===== src/rtl/mask_gen.sv =====
// Per-pixel mask generator: OR of up to four rectangular windows with optional inversion.
// Window settings go to shadow registers and are committed at start-of-frame.
module mask_gen #(
  parameter int NWIN = 4,
  parameter int W    = 10
) (
  input  logic         iCLK,
  input  logic         iRST_N,
  input  logic         iEN,
  input  logic [W-1:0] iDVI_X,
  input  logic [W-1:0] iDVI_Y,
  input  logic         iDVI_VAL,
  input  logic         iCFG_WE,
  input  logic [4:0]   iCFG_ADDR,
  input  logic [W-1:0] iCFG_DATA,
  output logic         oMASK,
  output logic         oMASK_VAL,
  output logic [W-1:0] oMASK_X,
  output logic [W-1:0] oMASK_Y,
  output logic [7:0]   oFRAME_CNT,
  output logic         oBUSY
);

  localparam int NREG = 4 * NWIN;

  typedef enum logic [1:0] {IDLE, WAIT_SOF, ACTIVE} state_t;

  state_t state, stateNext;

  logic [W-1:0]    shReg [NREG];
  logic [W-1:0]    shRegNext [NREG];
  logic [W-1:0]    actReg [NREG];
  logic [W-1:0]    useReg [NREG];
  logic [NWIN-1:0] shWinEn, shWinEnNext, actWinEn, useWinEn;
  logic            shInv, shInvNext, actInv, useInv;

  logic sofP0, commitP0, emitP0, maskP0, hitAnyP0;

  // Inclusive unsigned window test; an inverted range never hits.
  function automatic logic winHit(input logic [W-1:0] x, input logic [W-1:0] y,
                                  input logic [W-1:0] x0, input logic [W-1:0] x1,
                                  input logic [W-1:0] y0, input logic [W-1:0] y1);
    return (x >= x0) && (x <= x1) && (y >= y0) && (y <= y1);
  endfunction

  assign sofP0    = iDVI_VAL && (iDVI_X == '0) && (iDVI_Y == '0);
  assign commitP0 = iEN && sofP0 && ((state == WAIT_SOF) || (state == ACTIVE));
  assign emitP0   = iEN && (((state == WAIT_SOF) && sofP0) ||
                            ((state == ACTIVE) && iDVI_VAL));
  assign oBUSY    = (state != IDLE);

  // Shadow image including this cycle's write, so a write on the SOF cycle joins the commit.
  always_comb begin
    for (int k = 0; k < NREG; k++) begin
      shRegNext[k] = (iCFG_WE && (iCFG_ADDR == 5'(k))) ? iCFG_DATA : shReg[k];
    end
    shWinEnNext = shWinEn;
    shInvNext   = shInv;
    if (iCFG_WE && (iCFG_ADDR == 5'd16)) begin
      shWinEnNext = iCFG_DATA[NWIN-1:0];
      shInvNext   = iCFG_DATA[NWIN];
    end
  end

  always_comb begin
    useReg   = commitP0 ? shRegNext : actReg;
    useWinEn = commitP0 ? shWinEnNext : actWinEn;
    useInv   = commitP0 ? shInvNext : actInv;
    hitAnyP0 = 1'b0;
    for (int i = 0; i < NWIN; i++) begin
      if (useWinEn[i] && winHit(iDVI_X, iDVI_Y, useReg[4*i], useReg[4*i+1],
                                useReg[4*i+2], useReg[4*i+3]))
        hitAnyP0 = 1'b1;
    end
    maskP0 = hitAnyP0 ^ useInv;
  end

  always_comb begin
    stateNext = state;
    if (!iEN) begin
      stateNext = IDLE;
    end else begin
      case (state)
        IDLE:     stateNext = WAIT_SOF;
        WAIT_SOF: if (sofP0) stateNext = ACTIVE;
        ACTIVE:   stateNext = ACTIVE;
        default:  stateNext = IDLE;
      endcase
    end
  end

  // Stage p0 -> outputs: one register stage from sampled DVI inputs.
  always_ff @(posedge iCLK or negedge iRST_N) begin
    if (!iRST_N) begin
      state      <= IDLE;
      oMASK      <= 1'b0;
      oMASK_VAL  <= 1'b0;
      oMASK_X    <= '0;
      oMASK_Y    <= '0;
      oFRAME_CNT <= '0;
      shWinEn    <= '0;
      shInv      <= 1'b0;
      actWinEn   <= '0;
      actInv     <= 1'b0;
      for (int k = 0; k < NREG; k++) begin
        shReg[k]  <= '0;
        actReg[k] <= '0;
      end
    end else begin
      state     <= stateNext;
      oMASK_VAL <= emitP0;
      if (emitP0) begin
        oMASK   <= maskP0;
        oMASK_X <= iDVI_X;
        oMASK_Y <= iDVI_Y;
      end
      if ((state == IDLE) && iEN)
        oFRAME_CNT <= '0;
      else if (commitP0)
        oFRAME_CNT <= oFRAME_CNT + 8'd1;
      shReg   <= shRegNext;
      shWinEn <= shWinEnNext;
      shInv   <= shInvNext;
      if (commitP0) begin
        actReg   <= shRegNext;
        actWinEn <= shWinEnNext;
        actInv   <= shInvNext;
      end
    end
  end

endmodule


===== config.mk =====
export PLATFORM = sky130hd
export DESIGN_NAME = mask_gen
export DESIGN_NICKNAME = d
export VERILOG_FILES = /design/src/rtl/mask_gen.sv
export SDC_FILE = /design/constraint.sdc
export NUM_CORES = 1
export LEC_CHECK = 0
export ABC_AREA = 1
export CAP_MARGIN = 25
export CORE_UTILIZATION = 45
export CTS_CLUSTER_DIAMETER = 100
export DETAILED_ROUTE_END_ITERATION = 10
export HOLD_SLACK_MARGIN = 0.05
export PLACE_DENSITY = 0.59
export SKIP_CTS_REPAIR_TIMING = 1
export SYNTH_ARGS = -nofsm -noshare
export SYNTH_HDL_FRONTEND = slang
export SYNTH_SLANG_ARGS = --single-unit

===== constraint.sdc =====
create_clock -name iCLK -period 7.6 [get_ports iCLK]
set_input_delay 1.52 -clock iCLK [delete_from_list [all_inputs] [get_ports iCLK]]
set_output_delay 1.52 -clock iCLK [all_outputs]
set_load 0.1 [all_outputs]

==> flow_metrics.py <==
metrics = {
    "status": {
        "status": "complete, no violations",
    },
    "setup_path": {
        "worstSetupPathType": "primary input to register",
        "critPathSlowestCell": "clkdlybuf4s50_1",
        "crit_fanout": 108,
        "cp-startpoint": "iDVI_X[1]",
        "required_ns": 8.06,
        "start_kind": "primary input",
        "rr_worst_depth": 18,
        "cp-end-kind": "register",
        "crit_chain": "clkdlybuf4s50_1 > nor2_1 > nand2_1 > nor2_2 > nand4_4 > buf_12 > o21ai_1 > inv_1 > ha_1 > nand2_1 > nor3_1 > nand4_1 > o21ai_0 > nand3_2 > nand3_1 > nand2_1 > nand3_1 > nand2_1",
        "ff2ff_setup_slack_ns": 3.48,
        "rr_startpoint": "state[0]$_DFFE_PN0P_",
        "worstPathArrival_ns": 5.88,
        "r2r_end": "oMASK$_DFFE_PN0P_",
        "cpPeakStageDelay_ns": 0.84,
        "cpMostUsedCell": "nand2_1",
    },
    "pwr": {
        "p_leak_nw": 10.8,
        "peakVddDrop_mv": 0.323,
        "power_density_nw_per_um2": 261,
    },
    "timing": {
        "finalSetupViolCount": 0,
        "fin_crit_ns": 5.43,
        "fin_skew_ns": 0.0122,
        "hold_violations": 0,
        "rsz0062_at_grt": "no",
        "hold_ws_ns": 0.464,
        "finalCritPeriodShare": 0.714,
        "max_freq_mhz": 184,
        "tns_ns": 0,
        "tightest_slew_ns": 1.03,
        "slew_viol_final": 0,
        "slew_headroom": 0.311,
    },
    "logic_synthesis": {
        "synth-seq-area-share": 0.484,
        "ys_warn_count": 0,
        "yosys-top-cells-area": "dfrtp_1 (48%), ha_1 (11%), nand2_1 (9.3%), inv_1 (7.1%), o21ai_0 (5.1%)",
        "syn_nets": 2400,
        "syn_inst": 2195,
        "yosysTopAreaCellShare": 0.484,
        "synth-edff-count": 0,
        "yosysUniqueCellTypes": 37,
        "synth_ff_type": "dfrtp_1",
        "synth_top_cell_by_area": "dfrtp_1",
        "synth.avg_cell_area_sq_um": 8.53,
        "syn-cell-area_sq_um": 18700,
        "ys_async_sr_fraction": 1.00,
        "ys_ff_latch": 362,
    },
    "finish": {
        "fill_cells": 3871,
        "fin_area_sq_um": 21400,
        "multi_input_area_sq_um": 7720,
        "syn2layout_area_growth_pct": 14.4,
        "fin_nets": 2483,
        "diodes": 0,
        "final_cells": 2840,
        "drive_gt1_frac": 0.148,
        "final-seq-area_sq_um": 9060,
    },
    "routing": {
        "vias": 14200,
        "routedWlPerCell_um": 17.5,
        "antenna_left": 0,
        "vias_per_cell": 4.99,
        "wirelength_mm": 49.7,
        "drt_first_pass_iters": 5,
        "remaining_drc_errors": 0,
        "drt_iter0_markers": 982,
    },
    "place": {
        "dpl.hpwl_mm": 31.5,
        "dpl_cell_area_sq_um": 20100,
        "dp_cells": 2766,
        "portBuffers": 70,
        "gp_congestion": 0.805,
    },
    "cts": {
        "clock_latency_ns": 0.57,
        "cts_max_level": 2,
        "cts.sinks": 362,
        "clockRootBuffer": "clkbuf_16",
        "cts_tree": "done",
        "cts_made_buffers": 42,
        "path_clk_slew_ns": 0.06,
        "clk_path_buf_depth": 3,
    },
    "floorplan": {
        "coreArea_sq_um": 40900,
        "row_count": 74,
        "chipWidth_um": 206,
        "initial_core_util": 0.458,
        "ios": 71,
        "dieArea_sq_um": 42400,
        "die_h_um": 206,
    },
    "grt": {
        "antenna_found_initial": 1,
        "grt_pass1_vias": 13700,
        "grt_overflow_total": 0,
        "grtUsageTotal": 0.244,
        "grt_pass1_wl_mm": 78.1,
        "grt_start_max_net_pins": 116,
    },
    "min_path": {
        "holdPathStages": 1,
        "hp-start": "oFRAME_CNT[7]$_DFFE_PN0P_",
        "hp-class": "register to register",
        "holdPathEnd": "oFRAME_CNT[7]$_DFFE_PN0P_",
    },
    "job": {
        "max_cap_violations": 0,
    },
}
[worst max-delay path: cells and delay by family]
kind / cells / cell delay [ns]
compound gates: 2 / 0.79
fa+ha+maj: 1 / 0.29
buf+inv: 3 / 1.37
simple gates: 12 / 1.86
[worst max path at each step]
stage                         to  slack, ns  depth (start not counted)
2_1_floorplan  oMASK$_DFFE_PN0P_       3.68                         25
3_3_place_gp   oMASK$_DFFE_PN0P_       1.64                         18
3_5_place_dp   oMASK$_DFFE_PN0P_       1.60                         18
4_1_cts        oMASK$_DFFE_PN0P_       2.22                         18
5_1_grt        oMASK$_DFFE_PN0P_       1.89                         21
6_report       oMASK$_DFFE_PN0P_       2.17                         18
[cell usage after synthesis, types with 3 or more instances]
| master | instances |
|---|---|
| a21boi_0 | 3 |
| o21bai_1 | 10 |
| nand2_1 | 464 |
| buf_2 | 8 |
| o21ai_2 | 29 |
| clkbuf_2 | 9 |
| o21ai_1 | 105 |
| nand2_2 | 7 |
| buf_1 | 9 |
| or2_2 | 127 |
| o211ai_1 | 4 |
| inv_2 | 70 |
| inv_1 | 352 |
| o21ai_0 | 192 |
| nor2_1 | 100 |
| nand3_1 | 42 |
| clkbuf_1 | 28 |
| buf_6 | 12 |
| a21oi_1 | 43 |
| nor2_4 | 3 |
| dfrtp_1 | 362 |
| o21a_1 | 6 |
| nand3b_1 | 4 |
| nand4_1 | 16 |
| ha_1 | 165 |
| a21o_1 | 11 |
[layout by cell type (no fill, tap or decap), types with 3 or more instances in the layout]
cell,n
nand2_1,464
dfrtp_1,362
inv_1,352
o21ai_0,192
ha_1,165
or2_2,127
o21ai_1,105
nor2_1,100
inv_2,70
clkdlybuf4s50_1,67
a21oi_1,43
nand3_1,42
clkbuf_16,42
o21ai_2,29
buf_4,29
nand4_1,16
clkbuf_1,14
a21o_1,11
o21bai_1,10
nand2_2,7
o21a_1,6
clkbuf_8,6
clkinv_2,6
buf_12,5
o211ai_1,4
nand3b_1,4
nor2_4,3
a21boi_0,3
bufinv_16,3
[kinds of logic (layout without fill, tap and decap cells)]
group           after synthesis  in the layout  share of synthesized area
flops                       362            362                      0.484
compound gates              404            404                      0.119
fa+ha+maj                   165            165                      0.110
buf+inv                     489            602                      0.104
simple gates                775            775                      0.183
[cell type report]
| class | instances | area share |
|---|---|---|
| tap | 532 | 0.0311 |
| clock buffer | 62 | 0.0554 |
| sequential | 362 | 0.423 |
| timing repair buffer | 105 | 0.0486 |
| multi-input combinational | 1344 | 0.361 |
| inverter | 423 | 0.0741 |
| clock inverter | 12 | 0.00719 |
[per-layer routing]
layer  up-vias  GRT usage  wire, um
met5         -          0         0
met4         0     0.0596       987
met3        61     0.0470      2560
met2       284      0.374     22100
met1      6780      0.355     24000
li1       7033          -         -
[metrics by stage]
step / util / setup slack (ns) / power [mW]
2_1_floorplan: - / 3.68 / 3.23
3_3_place_gp: 0.490 / 1.64 / 3.60
3_5_place_dp: 0.491 / 1.60 / 3.62
4_1_cts: 0.523 / 2.22 / 5.64
5_1_grt: 0.523 / 1.89 / 5.86
6_report: 0.523 / 2.17 / 5.59
[power breakdown]
| part | switching, mW | total (mW) | internal (mW) |
|---|---|---|---|
| clock | 0.819 | 2.00 | 1.18 |
| combinational | 0.937 | 1.33 | 0.394 |
| sequential | 0.0777 | 2.26 | 2.18 |
| total | 1.83 | 5.59 | 3.76 |
[flip-flops by register name (all words and copies together) (netlist names)]
| name | cells |
|---|---|
| actInv | 1 |
| actReg | 160 |
| actWinEn | 4 |
| oFRAME_CNT | 8 |
| oMASK | 1 |
| oMASK_VAL | 1 |
| oMASK_X | 10 |
| oMASK_Y | 10 |
| shInv | 1 |
| shReg | 160 |
| shWinEn | 4 |
| state | 2 |
(Power assumes the default switching activity.)
